**src/rtl/shift_reg_univ.sv**
```systemverilog
// rtl/shift_reg_univ.sv - parametrised universal shift register (SIPO / PISO / PIPO / hold)
//
// Purpose: bridges bit-serial links and word-wide datapaths. A single shift
// register serves both serial directions, a bit counter marks word
// boundaries, and the parallel output uses a valid/ready handshake.
//
// Build option: SR_MSB_FIRST_EN
//   defined   -> MSB-first serial ordering (SIPO shifts left, PISO emits p_in[WIDTH-1] first)
//   undefined -> LSB-first serial ordering (SIPO shifts right, PISO emits p_in[0] first)
//
// Ports:
//   clk          rising-edge clock
//   clr_n        asynchronous active-low reset
//   mode[1:0]    00 SIPO, 01 PISO, 10 PIPO, 11 hold
//   s_in         serial data in (SIPO)
//   s_valid      s_in carries a bit this cycle
//   s_ready      block accepts s_in this cycle (combinational)
//   p_in         parallel data in (PISO/PIPO)
//   p_load       load request for p_in
//   p_out        parallel output word
//   p_valid      p_out holds an unconsumed word
//   p_ready      consumer accepts p_out
//   s_out        serial data out (PISO)
//   s_out_valid  s_out carries a bit this cycle
//   busy         PISO word in flight

module shift_reg_univ #(
  parameter int WIDTH = 4
) (
  input  logic             clk,
  input  logic             clr_n,
  input  logic [1:0]       mode,
  input  logic             s_in,
  input  logic             s_valid,
  output logic             s_ready,
  input  logic [WIDTH-1:0] p_in,
  input  logic             p_load,
  output logic [WIDTH-1:0] p_out,
  output logic             p_valid,
  input  logic             p_ready,
  output logic             s_out,
  output logic             s_out_valid,
  output logic             busy
);

  localparam int CW = (WIDTH > 2) ? $clog2(WIDTH) : 1;
  localparam logic [CW-1:0] CNT_LAST = CW'(WIDTH - 1);

  typedef enum logic [1:0] {
    MODE_SIPO = 2'b00,
    MODE_PISO = 2'b01,
    MODE_PIPO = 2'b10,
    MODE_HOLD = 2'b11
  } mode_t;

  logic [WIDTH-1:0] sr, sr_n;
  logic [CW-1:0]    cnt, cnt_n;
  logic [1:0]       mode_q;
  logic [WIDTH-1:0] p_out_n;
  logic             p_valid_n;
  logic             busy_n;
  logic             s_out_valid_n;

  logic             mode_chg;
  logic [CW-1:0]    cnt_eff;
  logic             busy_eff;
  logic             sov_eff;
  logic [WIDTH-1:0] sipo_word;
  logic [WIDTH-1:0] piso_shift;

  // The serial output is the outgoing end of sr itself, so it is a flop
  // output with no extra register and the load value appears right after
  // the load edge.
`ifdef SR_MSB_FIRST_EN
  assign sipo_word  = {sr[WIDTH-2:0], s_in};
  assign piso_shift = {sr[WIDTH-2:0], 1'b0};
  assign s_out      = sr[WIDTH-1];
`else
  assign sipo_word  = {s_in, sr[WIDTH-1:1]};
  assign piso_shift = {1'b0, sr[WIDTH-1:1]};
  assign s_out      = sr[0];
`endif

  // Only the completing bit can stall, and only while the previous word is
  // still waiting for its consumer.
  assign s_ready = !((cnt == CNT_LAST) && p_valid && !p_ready);

  // A mode change discards any partial word or serial transfer. The new
  // mode still acts on the same edge, starting from the cleared state, so no
  // cycle is lost when switching.
  assign mode_chg = (mode != mode_q);
  assign cnt_eff  = mode_chg ? '0   : cnt;
  assign busy_eff = mode_chg ? 1'b0 : busy;
  assign sov_eff  = mode_chg ? 1'b0 : s_out_valid;

  always_comb begin
    sr_n          = sr;
    cnt_n         = cnt_eff;
    busy_n        = busy_eff;
    s_out_valid_n = sov_eff;
    p_out_n       = p_out;
    p_valid_n     = p_valid && !p_ready;

    unique case (mode_t'(mode))
      MODE_SIPO: begin
        if (s_valid && s_ready) begin
          sr_n = sipo_word;
          if (cnt_eff == CNT_LAST) begin
            p_out_n   = sipo_word;
            p_valid_n = 1'b1;
            cnt_n     = '0;
          end else begin
            cnt_n = cnt_eff + CW'(1);
          end
        end
      end

      MODE_PISO: begin
        // Accepting a load on the final bit cycle gives gapless words.
        if (p_load && (!busy_eff || (cnt_eff == CNT_LAST))) begin
          sr_n          = p_in;
          cnt_n         = '0;
          busy_n        = 1'b1;
          s_out_valid_n = 1'b1;
        end else if (busy_eff) begin
          if (cnt_eff == CNT_LAST) begin
            cnt_n         = '0;
            busy_n        = 1'b0;
            s_out_valid_n = 1'b0;
          end else begin
            sr_n  = piso_shift;
            cnt_n = cnt_eff + CW'(1);
          end
        end
      end

      MODE_PIPO: begin
        if (p_load && (!p_valid || p_ready)) begin
          p_out_n   = p_in;
          p_valid_n = 1'b1;
        end
      end

      MODE_HOLD: begin
      end

      default: begin
      end
    endcase
  end

  always_ff @(posedge clk or negedge clr_n) begin
    if (!clr_n) begin
      sr          <= '0;
      cnt         <= '0;
      mode_q      <= MODE_SIPO;
      p_out       <= '0;
      p_valid     <= 1'b0;
      busy        <= 1'b0;
      s_out_valid <= 1'b0;
    end else begin
      sr          <= sr_n;
      cnt         <= cnt_n;
      mode_q      <= mode;
      p_out       <= p_out_n;
      p_valid     <= p_valid_n;
      busy        <= busy_n;
      s_out_valid <= s_out_valid_n;
    end
  end

endmodule

```
**config.mk**
```make
export PLATFORM = sky130hd
export DESIGN_NAME = shift_reg_univ
export DESIGN_NICKNAME = d
export VERILOG_FILES = /design/src/rtl/shift_reg_univ.sv
export SDC_FILE = /design/constraint.sdc
export NUM_CORES = 1
export LEC_CHECK = 0
export BUFFER_PORTS_ARGS = -buffer_cell sky130_fd_sc_hd__buf_2
export CAP_MARGIN = 20
export CORE_MARGIN = 2
export CORE_UTILIZATION = 40
export CTS_BUF_LIST = sky130_fd_sc_hd__clkbuf_8
export CTS_CLUSTER_SIZE = 24
export DETAILED_ROUTE_END_ITERATION = 10
export PLACE_DENSITY = 0.73
export SKIP_LAST_GASP = 1
export SLEW_MARGIN = 5
export SYNTH_ARGS = -nofsm -noshare
export SYNTH_HDL_FRONTEND = slang
export SYNTH_SLANG_ARGS = --single-unit
```
**constraint.sdc**
```tcl
create_clock -name clk -period 3.55 [get_ports clk]
set_clock_uncertainty 0.05 [all_clocks]
set_input_delay 0.5325 -clock clk [delete_from_list [all_inputs] [get_ports clk]]
set_output_delay 0.5325 -clock clk [all_outputs]
set_load 0.02 [all_outputs]
```
Word level (Yosys, flattened, before mapping). Cells that the tools add are included. Widths: inputs -> output; s select.

Register bits after elaboration: 15. Bits in latches: 0. RAM bits: 0. Memory bits (read-only): 0. Output and inout port bits: 9. Word-level logic and storage cells: 64. Memories kept: 0.

Add/subtract/negate cells: 1. $mul: 0. Div/mod/pow operators: 0. Magnitude comparators: 0. Equality and inequality tests: 10. Shifts and indexed selects: 0. Muxes and demuxes: 29. Bitwise gates (word level): 0. Reductions and logical operators: 17.

Operator list (number): $mux 4 (7); $pmux 4 s2 (2); $mux 1 (13); $mux 2 (5); $reduce_and 4->1 (2); $eq 2x2->1 const B (3); $logic_and 1x1->1 (6); $ne 2x2->1 const B (3); $ne 3x3->1 const B (2); $logic_not 1->1 (4); $pmux 2 s2 (1); $reduce_bool 2->1 (2); $add 2x1->2 const B (1); $eq 2x1->1 const B (1); $logic_not 2->1 (1); $logic_or 1x1->1 (2); $ne 2x2->1 (1); $pmux 1 s2 (1).

Depth between registers and ports, before layout.
Depth in word-level cells: 7. Gate-level depth with buffers: 5. Mapped depth without buffers: 4.

Worst setup path after synthesis. OpenSTA, ideal clock, no wires.

Path kind: input-to-reg. Start point: input port mode[1]. End point: register sr[0]. Data arrival time: 1.762 ns. Data required time: 3.375 ns. Slack: 1.613 ns. Cell stages on the path: 5. Cells stage by stage: buf_6 xor2_4 o311a_4 mux2_1 mux2_4.

Longest elaborated chain between the ends: 7.

Ends and longest elaborated chain: start: declaration (line 32) `input logic [1:0] mode,`; $ne 2x2->1 (line 91) `assign mode_chg = (mode != mode_q);`; $mux 2 or $mux 1 (tied branches) (line 92, 93); $eq 2x2->1 or $logic_not 1->1 (tied branches) (line 120, 126); $logic_or 1x1->1 (line 120) `if (p_load && (!busy_eff || (cnt_eff == CNT_LAST))) begin`; $logic_and 1x1->1 (line 120); $ne 3x3->1 (no line) or $mux 4 (tied branches); $reduce_and 4->1 (no line) or $pmux 4 s2 (tied branches); end signal: assignment (line 162) `sr <= sr_n;`; end: declaration (line 56) `logic [WIDTH-1:0] sr, sr_n;`.

Several ways; a longest one is shown, not always the timed one. A chain may end at the register's enable or synchronous reset.

Worst setup path after layout.
Start point: input port mode[0]. End point: register sr[2].

The elaborated chain is that of the path after synthesis.

==> flow_metrics.env <==
export IMPL_run_status="finished, final reports clean"
export IMPL_grt_max_degree=16
export IMPL_io_count=21
export IMPL_cap_viol_max_count=0
export IMPL_postLayoutCellArea_sq_um=1090
export IMPL_synth_top_cells_by_area="sky130_fd_sc_hd__dfrtp_1, sky130_fd_sc_hd__mux2_2, sky130_fd_sc_hd__mux2_1"
export IMPL_post_drt_wl_per_cell_um=14.5
export IMPL_die_height_um=52.5
export IMPL_timing_worst_setup_path_type="in2reg"
export IMPL_finalWeightedCongestion=0.797
export IMPL_final_layout_size_suffix_gt1_frac=0.436
export IMPL_synthDominantAreaCellType="sky130_fd_sc_hd__dfrtp_1"
export IMPL_ir_worst_vdd_mv=0.456
export IMPL_postSynth_asyncResetShare=1.00
export IMPL_diodes=0
export IMPL_mostFrequentLayoutCell="sky130_fd_sc_hd__buf_2"
export IMPL_cp_max_fo=12
export IMPL_crit_arrival_ns=1.94
export IMPL_register_area_sq_um=375
export IMPL_final_max_slew_viol_count=0
export IMPL_cts_root_to_sink_buffers=2
export IMPL_timing_critical_path_slowest_cell_delay_ns=0.41
export IMPL_grt_most_used_layer="met2"
export IMPL_synthCells=80
export IMPL_final_setup_viol_count=0
export IMPL_cts_buffers_inserted=3
export IMPL_port_buffers=20
export IMPL_critical_path_startpoint_type="input port"
export IMPL_ys_warn_count=0
export IMPL_drt_first_pass_iters=4
export IMPL_total_die_area_sq_um=2760
export IMPL_power_density_nw_per_um2=474
export IMPL_syn_mean_instance_area_sq_um=11.8
export IMPL_synth_area_sq_um=941
export IMPL_dr_first_iter_drc_count=14
export IMPL_detail_route_antenna_nets=0
export IMPL_detailed_place_hpwl_um=1440
export IMPL_synth_top_flop_cell="sky130_fd_sc_hd__dfrtp_1"
export IMPL_layout_filler_cells=219
export IMPL_finalWorstPathRequiredPeriod_ns=1.86
export IMPL_detail_route_wirelength_um=1870
export IMPL_post_layout_total_power_w=0.000515
export IMPL_cts_root_buf="sky130_fd_sc_hd__clkbuf_8"
export IMPL_synth_enable_flop_cells=0
export IMPL_ys_types=34
export IMPL_synthesis_nets=92
export IMPL_timing_critical_path_slowest_stage_cell="sky130_fd_sc_hd__o311a_4"
export IMPL_layout_cells_most_common_list="sky130_fd_sc_hd__buf_2, sky130_fd_sc_hd__dfrtp_1, sky130_fd_sc_hd__mux2_2"
export IMPL_synthToLayoutAreaGrowth_pct=15.6
export IMPL_grt_overflow=0
export IMPL_number_of_antenna_violations_at_the_first_check_in_global_routing=0
export IMPL_cts_htree_levels=1
export IMPL_timing_fmax_mhz=537
export IMPL_placementRows=17
export IMPL_hold_violations=0
export IMPL_fin_setup_tns_ns=0
export IMPL_num_nets_final=114
export IMPL_cts_post_setup_buffers_inserted=0
export IMPL_synth_seq_cells=15
export IMPL_synth_seq_area_share=0.399
export IMPL_multi_input_area_sq_um=524
export IMPL_rsz_0062_raised_after_global_routing="no"
export IMPL_grt_total_usage=0.169
export IMPL_tritoncts="yes"
export IMPL_use_met1=0.197
export IMPL_holdCritPathClass="in2async"
export IMPL_grt_pass1_wl_um=3340
export IMPL_cts_reportedPaths_clkPinSlew_ns=0.06
export IMPL_floorplan_core_area_sq_um=2210
export IMPL_post_synth_top_area_fraction=0.399
export IMPL_final_worst_path_cycle_share=0.524
export IMPL_worst_path_required_time_ns=3.63
export IMPL_ctsResizeCount=0
export IMPL_first_global_vias=752
export IMPL_setup_worst_path_end_class="register"
export IMPL_leakage_power_nw=0.495
export IMPL_slew_limit_headroom=0.765
export IMPL_vias_per_cell=5.61
export IMPL_clk_insertion_delay_late_ns=0.24
export IMPL_vias=724
export IMPL_crit_chain="buf_2, xor2_2, o311a_4, mux2_1, mux2_2"
export IMPL_grtUsageMet2=0.283
export IMPL_timing_worst_slew_pin_value_ns=0.352
export IMPL_floorplan_initialDensity=0.425
export IMPL_tritoncts_num_sinks=15
export IMPL_cts_hold_fix_buffers=0
export IMPL_chipWidth_um=52.5
export IMPL_route_detailed_drc=0
export IMPL_postPlaceCellArea_sq_um=1040
export IMPL_gr_usage_met3=0.0400
-- report_power, final --
part	internal [W]	switching [W]	total [W]
registers	0.000206	0.0000235	0.000230
logic	0.0000736	0.0000777	0.000151
clock network	0.0000765	0.0000576	0.000134
total	0.000356	0.000159	0.000515
-- cells by family after synthesis --
logic type                after synthesis  synth area share
AOI/OAI and AO/OA                      19             0.170
xor gates and xnor gates                2            0.0466
buffers and inverters                   5            0.0439
DFF                                    15             0.399
muxes                                  15             0.182
and+or+nand+nor                        24             0.158
-- routing by layer --
metal,vias up,part of all wire
li1,337,-
met1,356,0.43
met2,27,0.48
met3,4,0.063
met4,0,0.023
met5,-,0
-- path summary, 6_finish.rpt --
path,endpoint,slack (ns),depth (start not counted),from
worst max register to register,sr[2]$_DFFE_PN0P_,1.72,4,busy$_DFF_PN0_
worst max-delay path,sr[2]$_DFFE_PN0P_,1.69,5,mode[0]
worst min register to register,p_out[1]$_DFFE_PN0P_,0.46,1,p_out[1]$_DFFE_PN0P_
worst min-delay path,cnt[1]$_DFF_PN0_,0.13,1,clr_n
min in group clk,p_out[1]$_DFFE_PN0P_,0.46,1,p_out[1]$_DFFE_PN0P_
max in group asynchronous,p_out[3]$_DFFE_PN0P_,3.07,1,clr_n
-- area by class of cell --
type	count	area share
Clock inverter	1	0.00345
Inverter	2	0.00690
Tap cell	28	0.0322
Multi-Input combinational cell	60	0.482
Sequential cell	15	0.345
Clock buffer	3	0.0380
Timing Repair Buffer	20	0.0921
-- cell usage after synthesis, types with 2 or more instances --
cell / n
sky130_fd_sc_hd__mux2_2: 9
sky130_fd_sc_hd__o2bb2ai_1: 2
sky130_fd_sc_hd__dfrtp_1: 15
sky130_fd_sc_hd__o32ai_1: 2
sky130_fd_sc_hd__buf_6: 3
sky130_fd_sc_hd__o21ai_0: 3
sky130_fd_sc_hd__nand2b_1: 2
sky130_fd_sc_hd__nand3_1: 2
sky130_fd_sc_hd__a22oi_1: 3
sky130_fd_sc_hd__and3b_1: 2
sky130_fd_sc_hd__nand2_1: 7
sky130_fd_sc_hd__mux2_1: 4
sky130_fd_sc_hd__and2b_2: 2
sky130_fd_sc_hd__inv_1: 2
sky130_fd_sc_hd__a21oi_1: 3
-- worst max-delay path: cells and delay by family --
family          cells  cell delay, ns
compound gates      1            0.41
xor+xnor            1            0.22
buf+inv             1            0.19
mux                 2            0.58
-- sequential cells by signal (all words and copies together) (netlist names) --
| name | cells |
|---|---|
| busy | 1 |
| cnt | 2 |
| mode_q | 2 |
| p_out | 4 |
| p_valid | 1 |
| s_out_valid | 1 |
| sr | 4 |
-- stage by stage --
step | hold slack (ns) | utilization | setup slack, ns | std cells
floorplan | 0.187 | - | 1.61 | 80
detailed placement | 0.409 | 0.471 | 1.44 | 125
global route | 0.152 | 0.492 | 1.63 | 129
CTS | 0.143 | 0.492 | 1.69 | 129
finish | 0.130 | 0.492 | 1.69 | 129
global placement | 0.407 | 0.471 | 1.47 | 125
(Power assumes the default switching activity.)
